[src/rtl/unit_lane_renderer_pkg.sv]
// Shared colour constants, unit type encodings and the type-to-colour map
// used by the lane renderer and its per-unit comparator.
package unit_lane_renderer_pkg;

  localparam logic [11:0] UNIT1_COLOR   = 12'hF00;
  localparam logic [11:0] UNIT2_COLOR   = 12'h0F0;
  localparam logic [11:0] UNIT3_COLOR   = 12'h00F;
  localparam logic [11:0] SKY_COLOR     = 12'h37B;
  localparam logic [11:0] GROUND_COLOR  = 12'h2D2;
  localparam logic [11:0] OVERLAP_COLOR = 12'hFFF;
  localparam logic [11:0] BLACK         = 12'h000;

  typedef enum logic [1:0] {
    TYPE_EMPTY = 2'd0,
    TYPE_1     = 2'd1,
    TYPE_2     = 2'd2,
    TYPE_3     = 2'd3
  } unitTypeE;

  function automatic logic [11:0] typeColor(input int t);
    case (t)
      int'(TYPE_1): return UNIT1_COLOR;
      int'(TYPE_2): return UNIT2_COLOR;
      int'(TYPE_3): return UNIT3_COLOR;
      default:      return BLACK;
    endcase
  endfunction

endpackage

[src/rtl/unit_lane_renderer_hit_cmp.sv]
// Range comparator for one unit sprite: flags whether the current pixel
// lies inside the unit's horizontal span on the lane.
module unit_hit_cmp
  import unit_lane_renderer_pkg::*;
#(
  parameter int LOC_W   = 9,
  parameter int TYPE_W  = 2,
  parameter int H_W     = 10,
  parameter int UNIT_W  = 10,
  parameter int LANE_X0 = 203
) (
  input  logic [LOC_W-1:0]  loc,
  input  logic [TYPE_W-1:0] unitType,
  input  logic [H_W-1:0]    hCount,
  input  logic              inLane,
  output logic              hit
);

  // Two guard bits keep the span end from wrapping for the largest location.
  localparam int CW = H_W + 2;

  logic [CW-1:0] lo;
  logic [CW-1:0] hi;
  logic [CW-1:0] pos;

  assign lo  = CW'(loc) + CW'(LANE_X0);
  assign hi  = lo + CW'(UNIT_W - 1);
  assign pos = CW'(hCount);

  assign hit = inLane && (unitType != '0) && (pos >= lo) && (pos <= hi);

endmodule

[src/rtl/unit_lane_renderer.sv]
// Multi-unit lane renderer: tear-free unit snapshot at the commit line and a
// two-stage registered pixel pipeline producing rgb and an overlap flag.
module unit_lane_renderer
  import unit_lane_renderer_pkg::*;
#(
  parameter int NUM_UNITS    = 16,
  parameter int LOC_W        = 9,
  parameter int TYPE_W       = 2,
  parameter int H_W          = 10,
  parameter int UNIT_W       = 10,
  parameter int LANE_X0      = 203,
  parameter int LANE_TOP     = 386,
  parameter int LANE_BOT     = 395,
  parameter int COMMIT_LINE  = 516,
  parameter int OVERLAP_MARK = 1
) (
  input  logic                          clk,
  input  logic                          rst,
  input  logic                          bright,
  input  logic [H_W-1:0]                hCount,
  input  logic [H_W-1:0]                vCount,
  input  logic                          gameSCEN,
  input  logic [NUM_UNITS*LOC_W-1:0]    unitLocs,
  input  logic [NUM_UNITS*TYPE_W-1:0]   unitTypes,
  output logic [11:0]                   rgb,
  output logic                          frameCommit,
  output logic                          overlap
);

  logic                        scenPrev;
  logic                        pending;
  logic [NUM_UNITS*LOC_W-1:0]  shadowLocs;
  logic [NUM_UNITS*TYPE_W-1:0] shadowTypes;

  logic scenEdge;
  logic commitPt;
  logic doCommit;

  assign scenEdge = gameSCEN & ~scenPrev;
  assign commitPt = (vCount == H_W'(COMMIT_LINE)) && (hCount == '0);
  assign doCommit = commitPt && (pending || scenEdge);

  // A tick that lands on the commit cycle itself commits without going pending.
  always_ff @(posedge clk) begin
    if (rst) begin
      scenPrev    <= 1'b0;
      pending     <= 1'b0;
      frameCommit <= 1'b0;
      shadowLocs  <= '0;
      shadowTypes <= '0;
    end else begin
      scenPrev    <= gameSCEN;
      frameCommit <= doCommit;
      if (doCommit) begin
        shadowLocs  <= unitLocs;
        shadowTypes <= unitTypes;
        pending     <= 1'b0;
      end else if (scenEdge) begin
        pending <= 1'b1;
      end
    end
  end

  // ---- stage 1: lane test, per-unit hits, lowest-index colour ----
  logic                 inLane;
  logic                 isGround;
  logic [NUM_UNITS-1:0] hit;
  logic [11:0]          firstColor;

  assign inLane   = (vCount >= H_W'(LANE_TOP)) && (vCount <= H_W'(LANE_BOT));
  assign isGround = vCount > H_W'(LANE_BOT);

  for (genvar gi = 0; gi < NUM_UNITS; gi++) begin : gUnit
    unit_hit_cmp #(
      .LOC_W   (LOC_W),
      .TYPE_W  (TYPE_W),
      .H_W     (H_W),
      .UNIT_W  (UNIT_W),
      .LANE_X0 (LANE_X0)
    ) uHit (
      .loc      (shadowLocs[gi*LOC_W +: LOC_W]),
      .unitType (shadowTypes[gi*TYPE_W +: TYPE_W]),
      .hCount   (hCount),
      .inLane   (inLane),
      .hit      (hit[gi])
    );
  end

  // Scanning from the top index down leaves the lowest-index hit in place.
  always_comb begin
    firstColor = BLACK;
    for (int i = NUM_UNITS - 1; i >= 0; i--) begin
      if (hit[i]) firstColor = typeColor(int'(shadowTypes[i*TYPE_W +: TYPE_W]));
    end
  end

  logic [NUM_UNITS-1:0] hit_p1;
  logic                 vld_p1;
  logic                 ground_p1;
  logic [11:0]          color_p1;

  always_ff @(posedge clk) begin
    if (rst) begin
      hit_p1    <= '0;
      vld_p1    <= 1'b0;
      ground_p1 <= 1'b0;
      color_p1  <= BLACK;
    end else begin
      hit_p1    <= hit;
      vld_p1    <= bright;
      ground_p1 <= isGround;
      color_p1  <= firstColor;
    end
  end

  // ---- stage 2: colour selection and overlap flag ----
  logic        multiHit;
  logic [11:0] rgbNext;
  logic        overlapNext;

  assign multiHit = $countones(hit_p1) >= 2;

  always_comb begin
    rgbNext     = BLACK;
    overlapNext = 1'b0;
    if (vld_p1) begin
      overlapNext = multiHit;
      if (multiHit && (OVERLAP_MARK != 0)) rgbNext = OVERLAP_COLOR;
      else if (|hit_p1)                    rgbNext = color_p1;
      else if (ground_p1)                  rgbNext = GROUND_COLOR;
      else                                 rgbNext = SKY_COLOR;
    end
  end

  always_ff @(posedge clk) begin
    if (rst) begin
      rgb     <= BLACK;
      overlap <= 1'b0;
    end else begin
      rgb     <= rgbNext;
      overlap <= overlapNext;
    end
  end

endmodule

[config.mk]
export PLATFORM = sky130hd
export DESIGN_NAME = unit_lane_renderer
export DESIGN_NICKNAME = d
export VERILOG_FILES = /design/src/rtl/unit_lane_renderer_pkg.sv /design/src/rtl/unit_lane_renderer_hit_cmp.sv /design/src/rtl/unit_lane_renderer.sv
export SDC_FILE = /design/constraint.sdc
export NUM_CORES = 1
export LEC_CHECK = 0
export ABC_AREA = 0
export CAP_MARGIN = 10
export CORE_ASPECT_RATIO = 1.5
export CORE_UTILIZATION = 60
export DETAILED_ROUTE_END_ITERATION = 8
export PLACE_DENSITY = 0.83
export SLEW_MARGIN = 20
export SYNTH_ARGS = -nofsm -noshare
export SYNTH_HDL_FRONTEND = slang
export SYNTH_HIERARCHICAL = 1
export SYNTH_SLANG_ARGS = --single-unit
[constraint.sdc]
create_clock -name clk -period 5.3 [get_ports clk]
set_input_delay 1.06 -clock clk [delete_from_list [all_inputs] [get_ports clk]]
set_output_delay 1.06 -clock clk [all_outputs]
set_load 0.02 [all_outputs]
==> flow_metrics.py <==
metrics = {
    "cts": {
        "cts-root-buf": "clkbuf_16",
        "hold_buffers": 0,
        "post_cts.repair.setup_buffers": 0,
        "cts_max_path_buffers": 3,
        "clk_latency_ps": 540,
        "cts-resized-gates": 0,
        "path_clk_slew_ps": 60,
        "clock_sinks": 210,
        "h-tree-depth": 1,
        "cts_tree": "built",
        "cts_made_buffers": 23,
    },
    "timing": {
        "rsz0062_at_grt": "no",
        "hold_slack_ps": 490,
        "setup_viol": 0,
        "fin_crit_sh": 0.892,
        "tightest_slew_ps": 1150,
        "hold_violations": 0,
        "maxSlewHeadroom": 0.234,
        "finalCriticalPeriod_ps": 4730,
        "drv_slew": 0,
        "fmax_ghz": 0.212,
        "fin_skew_ps": 7.46,
        "tns_ps": 0,
    },
    "floorplan": {
        "fp.coreArea_sq_um": 37600,
        "die_width_um": 161,
        "num_rows": 87,
        "initial_core_util": 0.609,
        "die_height_um": 241,
        "io_pins": 214,
        "dieArea_sq_um": 38900,
    },
    "grt": {
        "antenna_found_initial": 0,
        "overflow": 0,
        "first_global_vias": 21500,
        "grt_max_degree": 130,
        "grt_use_total": 0.317,
        "grt_pass1_wl_um": 101000,
    },
    "power_and_ir_drop": {
        "power.switching_uw": 956,
        "seqPwrFrac": 0.421,
        "ir_drop_mv": 0.257,
        "clockPowerShare": 0.446,
        "p_leak_nw": 10.1,
        "pwr-share-comb": 0.133,
        "internal_power_mw": 2.80,
        "powerDensity_nw_per_um2": 147,
        "swShare": 0.254,
    },
    "logic_synthesis": {
        "syn-num-nets": 3399,
        "ys_seq_elements": 210,
        "yosysSeqAreaShare": 0.184,
        "synth_cell_types": 67,
        "ys.flop_type": "dfxtp_1",
        "ys.warnings.count": 6,
        "async_reset_ff_frac": 0,
        "synth_cells": 2831,
        "syn_avg_cell_area_sq_um": 8.08,
        "synth_edf_count": 0,
        "syn_area_sq_um": 22900,
    },
    "critical_path": {
        "slowest_stage": "dfxtp_1",
        "worstSetupEndpointType": "register",
        "path_class": "register to register",
        "cp_cell_sequence": "inv_1 -> ha_1 -> or3_1 -> a21oi_1 -> o311ai_1 -> nor3_2 -> xnor2_1 -> ha_1 -> nand4_1 -> nor2_1 -> nand4b_1 -> a211o_1 -> a221oi_1 -> buf_4 -> nand2b_1 -> a21oi_1 -> a2111oi_1 -> a21oi_1 -> a211oi_1",
        "startpoint_type": "register",
        "critPathMaxFanout": 11,
        "slowest_delay_ps": 560,
        "crit_arrival_ps": 5170,
        "crit_required_ps": 5750,
        "cpMostUsedCell": "a21oi_1",
    },
    "run": {
        "drv_cap": 0,
    },
    "layout": {
        "num_antenna_cells": 0,
        "layout-drive-gt1-share": 0.0819,
        "final_common_cell": "nand2_1",
        "finalNetCount": 3546,
        "area_growth_pct": 11.8,
        "final_cell_mix": "nand2_1 (483), ha_1 (358), a21oi_1 (304)",
    },
    "hold_path": {
        "hold_class": "register to register",
    },
    "drt": {
        "firstDrtPassIters": 5,
        "postRouteAntennaNets": 0,
        "vias": 21700,
        "wl_um": 62300,
        "wl_per_cell_um": 17.9,
        "via_per_inst": 6.22,
        "drtIter0Drc": 1264,
        "drc": 0,
    },
    "outcome": {
        "outcome": "finished clean",
    },
    "place": {
        "port_buffers": 213,
        "place.gp.congestion": 0.915,
        "place_hpwl_um": 46400,
    },
}
==> state kept, by name, indices dropped and copies added, names as in the netlist <==
register and flops:
shadowLocs 144, shadowTypes 32, hit_p1 16, rgb 9, color_p1 3, frameCommit 1, ground_p1 1, overlap 1
pending 1, scenPrev 1, vld_p1 1
==> metal layers <==
metal	vias to the layer above	share of wire	GRT usage	wire length, um
li1	10500	-	-	-
met1	10200	0.39	0.343	24200
met2	734	0.49	0.580	30600
met3	253	0.055	0.0397	3420
met4	0	0.065	0.206	4060
met5	-	0	0	0
==> worst paths after layout <==
path	slack [ps]	startpoint	cells past startpoint	to
hold / removal	490	shadowLocs[61]$_SDFFE_PP0P_	2	shadowLocs[61]$_SDFFE_PP0P_
setup / recovery	570	shadowLocs[45]$_SDFFE_PP0P_	19	color_p1[3]$_SDFF_PP0_
setup reg to reg	570	shadowLocs[45]$_SDFFE_PP0P_	19	color_p1[3]$_SDFF_PP0_
hold reg to reg	490	shadowLocs[61]$_SDFFE_PP0P_	2	shadowLocs[61]$_SDFFE_PP0P_
==> through the flow <==
| stage | instances | area (sq um) | util | power (mW) | setup WS (ps) |
|---|---|---|---|---|---|
| 2_1_floorplan | 2831 | 22900 | - | 1.82 | 652 |
| 3_3_place_gp | 3442 | 24800 | 0.661 | 2.08 | 568 |
| 3_5_place_dp | 3442 | 24800 | 0.661 | 2.11 | 446 |
| 4_1_cts | 3482 | 25600 | 0.681 | 3.78 | 591 |
| 5_1_grt | 3482 | 25600 | 0.681 | 3.88 | 235 |
| 6_report | 3482 | 25600 | 0.681 | 3.76 | 574 |
==> cell type report <==
cell class | count | area [sq um]
Clock inverter | 14 | 176
Fill cell | 3082 | 12000
Timing Repair Buffer | 253 | 2410
Inverter | 148 | 556
Clock buffer | 26 | 597
Multi-Input combinational cell | 2342 | 17000
Tap cell | 489 | 612
Sequential cell | 210 | 4200
==> synthesized netlist by cell type (all sizes together) (8+ instances only) <==
master / count / area (sq um)
nor2: 95 / 357
o21ai: 122 / 671
nand2: 483 / 1810
and2: 16 / 100
a21o: 17 / 128
a32oi: 16 / 140
a211oi: 34 / 255
nand3: 40 / 200
xnor2: 112 / 981
ha: 358 / 4480
nand4b: 17 / 149
clkbuf: 40 / 230
and3: 18 / 113
a2111oi: 34 / 298
a41oi: 16 / 140
nor4bb: 18 / 180
o311ai: 18 / 158
o21a: 51 / 503
dfxtp: 210 / 4200
a21oi: 304 / 1520
o211ai: 66 / 576
nor3: 41 / 285
nor2b: 85 / 552
buf: 91 / 876
xor2: 96 / 961
fa: 10 / 200
o311a: 17 / 170
or3: 50 / 318
inv: 148 / 556
or2b: 8 / 60.1
nand4: 18 / 113
o2111a: 16 / 180
a221oi: 16 / 140
a211o: 49 / 469
nand2b: 34 / 213
nor4: 37 / 347
==> power groups by stage <==
stage / clock network [mW] / registers, mW / logic (mW)
after floorplan: 0 / 1.62 / 0.203
after CTS: 1.70 / 1.58 / 0.494
final: 1.68 / 1.58 / 0.499
after global placement: 0 / 1.62 / 0.465
after global routing: 1.75 / 1.58 / 0.549
after detailed placement: 0 / 1.62 / 0.489
==> logic make-up (layout without fill, tap and decap cells) <==
logic type	count (synthesis)	after routing	share of synthesized area
compound gates	794	794	0.240
buf+inv	279	441	0.0726
simple gates	971	971	0.214
fa+ha+maj	368	368	0.205
flops	210	210	0.184
xor+xnor	208	208	0.0849
mux	1	1	0.000438
==> critical path, delay by kind of cell (launching register included) <==
kind            cells  cell delay (ps)
compound gates      8             1830
xor+xnor            1              100
fa+ha+maj           2              690
buf+inv             2              360
flops               1              560
simple gates        6             1070
(Power assumes the default switching activity.)
